--- src/rtl/afifo_pkg.sv ---
// afifo_pkg: shared constants and pointer helpers for the asynchronous FIFO
package afifo_pkg;
  localparam int ADDR_WIDTH_DEF = 4;
  localparam int SYNC_STAGES_DEF = 2;
  function automatic int ptr_width(input int addr_width);
    return addr_width + 1;
  endfunction
  function automatic logic [31:0] bin_to_gray(input logic [31:0] b, input int w);
    return (b ^ (b >> 1)) & ((32'd1 << w) - 32'd1);
  endfunction
  function automatic logic [31:0] gray_to_bin(input logic [31:0] g, input int w);
    logic [31:0] b;
    b = g;
    for (int i = 1; i < 32; i++) b ^= g >> i;
    return b & ((32'd1 << w) - 32'd1);
  endfunction
endpackage

--- src/rtl/sync_ff.sv ---
// sync_ff: W-bit, STAGES-deep clock-domain-crossing flop chain with async reset to 0
module sync_ff #(
  parameter int W = 1,
  parameter int STAGES = 2
) (
  input  logic         clk,
  input  logic         rst,
  input  logic [W-1:0] d,
  output logic [W-1:0] q
);
  logic [W-1:0] s [STAGES];
  // shift the crossing value through the chain; only the last stage is consumed
  always_ff @(posedge clk or posedge rst)
    if (rst) s <= '{default: '0};
    else begin
      s[0] <= d;
      for (int i = 1; i < STAGES; i++) s[i] <= s[i-1];
    end
  assign q = s[STAGES-1];
endmodule

--- src/rtl/afifo_rd_ctrl.sv ---
// afifo_rd_ctrl: async FIFO read-side pointer/empty control; AFIFO_RD_LEVEL_EN adds level_o
module afifo_rd_ctrl
  import afifo_pkg::*;
#(
  parameter int ADDR_WIDTH = ADDR_WIDTH_DEF,
  parameter int SYNC_STAGES = SYNC_STAGES_DEF,
  localparam int PTR_W = ptr_width(ADDR_WIDTH)
) (
  input  logic                  clk_i,
  input  logic                  rst_i,
  input  logic [PTR_W-1:0]      wr_ptr_gray_i,
  input  logic                  rd_ready_i,
  output logic                  rd_valid_o,
  output logic                  empty_o,
  output logic [ADDR_WIDTH-1:0] rd_addr_o,
  output logic [PTR_W-1:0]      rd_ptr_gray_o,
  output logic [PTR_W-1:0]      level_o
);
  logic [PTR_W-1:0] wr_gray_s, rd_ptr_bin, rd_bin_nxt, rd_gray_nxt;
  logic pop;
  sync_ff #(.W(PTR_W), .STAGES(SYNC_STAGES)) u_wr_sync (
    .clk(clk_i),
    .rst(rst_i),
    .d(wr_ptr_gray_i),
    .q(wr_gray_s)
  );
  assign rd_valid_o = ~empty_o;
  assign pop = rd_valid_o & rd_ready_i;
  assign rd_bin_nxt = rd_ptr_bin + PTR_W'(pop);
  assign rd_gray_nxt = PTR_W'(bin_to_gray(32'(rd_bin_nxt), PTR_W));
  // advance the read pointer; empty compares the post-pop Gray pointer with the newest synced write pointer
  always_ff @(posedge clk_i or posedge rst_i)
    if (rst_i) begin
      rd_ptr_bin <= '0;
      rd_ptr_gray_o <= '0;
      rd_addr_o <= '0;
      empty_o <= 1'b1;
    end else begin
      rd_ptr_bin <= rd_bin_nxt;
      rd_ptr_gray_o <= rd_gray_nxt;
      rd_addr_o <= rd_bin_nxt[ADDR_WIDTH-1:0];
      empty_o <= rd_gray_nxt == wr_gray_s;
    end
`ifdef AFIFO_RD_LEVEL_EN
  logic [PTR_W-1:0] wr_bin_s;
  assign wr_bin_s = PTR_W'(gray_to_bin(32'(wr_gray_s), PTR_W));
  // occupancy as seen after this cycle's pop, wrapping modulo the pointer range
  always_ff @(posedge clk_i or posedge rst_i)
    if (rst_i) level_o <= '0;
    else level_o <= wr_bin_s - rd_bin_nxt;
`else
  assign level_o = '0;
`endif
endmodule

--- config.mk ---
export PLATFORM = sky130hd
export DESIGN_NAME = afifo_rd_ctrl
export DESIGN_NICKNAME = d
export VERILOG_FILES = /design/src/rtl/afifo_pkg.sv /design/src/rtl/sync_ff.sv /design/src/rtl/afifo_rd_ctrl.sv
export SDC_FILE = /design/constraint.sdc
export NUM_CORES = 1
export LEC_CHECK = 0
export ABC_AREA = 1
export ABC_CLOCK_PERIOD_IN_PS = 2490
export CAP_MARGIN = 20
export CORE_MARGIN = 2
export CORE_UTILIZATION = 45
export DETAILED_ROUTE_END_ITERATION = 16
export PLACE_DENSITY = 0.86
export SYNTH_ARGS = -nofsm -noshare
export SYNTH_HDL_FRONTEND = slang
export SYNTH_SLANG_ARGS = --single-unit
--- constraint.sdc ---
create_clock -name clk_i -period 2.49 [get_ports clk_i]
set_clock_uncertainty 0.2 [all_clocks]
set_input_delay 0.6225 -clock clk_i [delete_from_list [all_inputs] [get_ports clk_i]]
set_output_delay 0.6225 -clock clk_i [all_outputs]
set_load 0.01 [all_outputs]
**After elaboration in Yosys (flattened, before gate mapping)**

Cells that the tools add are included.
Widths: inputs -> output; s select.

- Output and inout bits: 16
- Logic and storage cells: 11
- Register bits: 25

- $add $sub $neg: 1
- Equal/unequal tests: 1
- Bitwise logic cells: 3

Operators by type and width:

| kind | number |
|---|---|
| $add 5x1->5 | 1 |
| $eq 5x5->1 | 1 |
| $xor 5x4->5 | 1 |
| $and 1x1->1 | 1 |
| $not 1->1 | 1 |

**Logic depth before layout (Yosys ltp)**

- Depth after elaboration: 5
- Gate-level depth with buffers: 13

**Cells and area by module**

A second synthesis with hierarchy kept.

- Cell total of the unflattened synthesis: 98
- Area, all modules: 894.6 um2

By module, submodules not included:

| module | sequential area each (um2) | times used | cells an instance | area an instance (um2) |
|---|---|---|---|---|
| afifo_rd_ctrl | 251.5 | 1 | 82 | 603.1 |
| sync_ff | 250.2 | 1 | 16 | 291.5 |

**Least setup slack after synthesis**

Ideal clock, no wire load.

- Kind: input port to flip-flop
- Start: input rd_ready_i
- End: register empty_o
- Required time: 2223 ps
- Cell stages on the path: 13
- Setup slack: 425 ps
- Arrival time: 1798 ps
- Path through: inv_1 nor2_1 ha_1 ha_1 inv_1 nand2_1 nand2_1 nand2_1 nand2_1 nand3_1 nor2_1 nand2_1 nor2_1

- Word-level cells in the longest chain between the ends: 4

RTL lines:

| what | RTL line | RTL |
|---|---|---|
| start, declared | afifo_rd_ctrl.sv:12 | `input logic rd_ready_i,` |
| $and 1x1->1 | afifo_rd_ctrl.sv:28 | `assign pop = rd_valid_o & rd_ready_i;` |
| $add 5x1->5 | afifo_rd_ctrl.sv:29 | `assign rd_bin_nxt = rd_ptr_bin + PTR_W'(pop);` |
| net rd_bin_nxt[1] | afifo_rd_ctrl.sv:19 | `logic [PTR_W-1:0] wr_gray_s, rd_ptr_bin, rd_bin_nxt, rd_gray_nxt;` |
| $xor 5x4->5 | afifo_pkg.sv:9 | `return (b ^ (b >> 1)) & ((32'd1 << w) - 32'd1);` |
| net rd_gray_nxt[0] | afifo_rd_ctrl.sv:19 |  |
| $eq 5x5->1 | afifo_rd_ctrl.sv:42 | `empty_o <= rd_gray_nxt == wr_gray_s;` |
| end signal, assigned | afifo_rd_ctrl.sv:42 |  |
| end, declared | afifo_rd_ctrl.sv:14 | `output logic empty_o,` |

The timed path passes the listed nets, and every way through them passes these cells.

**Worst setup path after layout**

Same ends and word-level chain as after synthesis.

==> impl_results.md <==
* Hold buffers post-CTS at 0
* Area leader, netlist: dfrtp_1
* Worst Path Required at 2.53 ns
* CTS max path bufs at 2
* Clk network pwr share at 11.5%
* Seq cells post-synth at 20
* Diode count at 0
* Vias in the first global route at 675
* Clock Latency Late Sink at 0.30 ns
* Worst Setup Start Kind: input port
* Register area share after synthesis at 58.8%
* Layout cell share with drive strength beyond 1 at 16.0%
* Crit end category: register
* Peak supply drop at 0.000683 V
* Crit path max fanout at 4
* Share of the synthesized area in the top cell type at 55.7%
* Min-delay src: u_wr_sync.s[6]$_DFF_PP0_
* GRT overflow at 0
* Die Height at 47.5 um
* Reg2reg end: empty_o$_DFF_PP1_
* Clock slew at reported path FFs at 0.10 ns
* Layout Nets at 130
* # setup viols final at 0
* Total Die Area at 2260 um^2
* Global-route usage over all layers at 17.8%
* Residual DRC at 0
* CP Capture Point: empty_o$_DFF_PP1_
* Post-cts sizing count at 0
* Ys async rst share at 100%
* Hold Path Depth at 0
* IO Pins at 24
* Synth top cells by count: nand2_1 (24), dfrtp_1 (19), inv_1 (13)
* Largest net degree at the start of global routing at 21
* CP peak stage delay at 0.45 ns
* Leak Pwr at 0.573 nW
* Cell with the most instances after synthesis: nand2_1
* CP max-delay cell: clkdlybuf4s50_1
* Arr. time, crit path at 2.34 ns
* Reg2reg start: empty_o$_DFF_PP1_
* DP HPWL at 1210 um
* Synth warn at 0
* Via count at 659
* Sw Ratio at 39.4%
* Worst Setup SP: rd_ready_i
* Power Density at 1220 nW/um^2
* Post-synthesis area per instance at 9.28 um^2
* Post-synthesis instance area at 853 um^2
* Unique cell type count in the Yosys netlist at 14
* TritonRoute pass-1 iters at 3
* Number of buffers created by CTS at 3
* Post-synth EDFFs at 0
* Die W at 47.5 um
* Iter 0 DRT Violations at 11
* Cell breakdown of the critical path: clkdlybuf4s50_1, inv_1, nor2_1, ha_1, ha_1, inv_2, nand2_1, nand2_1, nand2_1, nand2_1, nand3_1, nor2_1, nand2_1, nor2_1
* Dpl cells at 140
* Overall Power at 1.36 mW
* RSZ-0062 raised after global routing: false
* Routed WL per cell at 10.7 um
* Final hold vios at 0
* Starting density of the core at 48.4%
* First-pass GRT wire length at 2680 um
* Sum of negative setup slack at 0 ns
* Switching pwr at 0.538 mW
* Synth top area cells: dfrtp_1 (56%), nand2_1 (11%), nand3_1 (7.0%), inv_1 (5.7%), buf_4 (4.4%)
* Post-synthesis instance total at 92
* Total core area at 1760 um^2
* Final min period at 2.30 ns
* Gp weighted congestion at 0.760
* Outcome: complete, no violations
* Primary FF master, synth: dfrtp_1
* R2R cell count at 12
* Via-to-Cell Ratio at 4.58
* Hold WC Path Type: reg2reg
* ANT nets after route at 0
* Root Driver: clkbuf_4
* Gate power share at 53.2%
* Part of the power in registers at 35.4%
* Final Util at 63.1%
* Max cap viols at 0
* CTS tree: built
* Finished Layout Cells at 144
* CTS sink count at 20
* Worst Setup Path Type: in2reg
* Critical Path Most Common Cell: nand2_1
* Count of input and output buffers at 18
* Slew Limit Fails at 0
* # rows at 15
* Setup bufs post-CTS at 0
* Final period utilization at 92.5%
* Initial antenna violation count at 0
* Synth-to-layout area growth at 30.5%
* Internal at 0.826 mW
* Flop2flop setup slack at 0.38 ns
* Drt total wl at 1530 um
* Peak Freq at 0.434 GHz
* H-tree depth at 1
-- worst min path at each step --
| stage | to | slack [ns] |
|---|---|---|
| 2_1_floorplan | u_wr_sync.q[0]$_DFF_PP0_ | 0.13 |
| 4_1_cts | u_wr_sync.q[1]$_DFF_PP0_ | 0.16 |
| 5_1_grt | u_wr_sync.q[1]$_DFF_PP0_ | 0.17 |
| 6_report | u_wr_sync.q[1]$_DFF_PP0_ | 0.16 |
| 3_3_place_gp | u_wr_sync.q[3]$_DFF_PP0_ | 0.13 |
| 3_5_place_dp | u_wr_sync.q[1]$_DFF_PP0_ | 0.14 |
-- worst max-delay path: cells and delay by family --
| family | cells | cell delay, ns |
|---|---|---|
| adder cells (fa/ha/maj) | 2 | 0.45 |
| buffers and inverters | 3 | 0.57 |
| AND/OR/NAND/NOR | 9 | 0.70 |
-- power groups by stage --
stage	clock network [mW]	registers [mW]	logic, mW
after floorplan	0	0.517	0.368
after global placement	0	0.484	0.688
after detailed placement	0	0.490	0.726
after CTS	0.168	0.484	0.729
after global routing	0.174	0.495	0.817
final	0.156	0.483	0.725
-- per-layer routing --
layer,wire [um],vias up,track usage [%],share of wire [%]
li1,-,331,-,-
met1,600,301,19.6,39
met2,810,22,31.4,53
met3,81,5,2.26,5.3
met4,42,0,12.4,2.7
met5,0,-,0,0
-- flip-flops by register name, summed over array words and instances, names as in the netlist --
| register | count |
|---|---|
| u_wr_sync.q | 5 |
| u_wr_sync.s | 5 |
| empty_o | 1 |
| rd_ptr_bin | 2 |
| rd_ptr_gray_o | 4 |
| rd_addr_o | 3 |
-- metrics by stage --
stage / worst slack, ns / hold WS, ns / instance area [um^2]
after floorplan: 0.425 / 0.131 / 868
after global placement: -0.0673 / 0.132 / 1090
after detailed placement: -0.166 / 0.137 / 1090
after CTS: 0.144 / 0.163 / 1110
after global routing: 0.00570 / 0.175 / 1110
final: 0.186 / 0.158 / 1110
-- kinds of logic after synthesis --
group	count (synthesis)	share of synthesized area (%)
flops	20	58.8
simple gates	49	26.8
other cells	1	0.439
buf+inv	20	11.0
fa+ha+maj	2	2.93
-- layout by cell type (no fill, tap or decap), drive strengths merged --
cell type      synthesis  final
nand2                 29     29
nor2                   3      3
inv                   15     15
ha                     2      2
dfstp                  1      1
nand3b                 1      1
conb                   1      5
nand3                 13     13
clkdlybuf4s50          0     18
buf                    5      6
dfrtp                 19     19
clkbuf                 0      4
nand4                  3      3
-- layout make-up --
class                           instances  area (um^2)
Multi-Input combinational cell         56          273
Timing Repair Buffer                   24          225
Clock buffer                            4         26.3
Tap cell                               25         31.3
Sequential cell                        20          502
Inverter                               15         56.3
Fill cell                             151          651
Power figures use the tool's default switching activity.
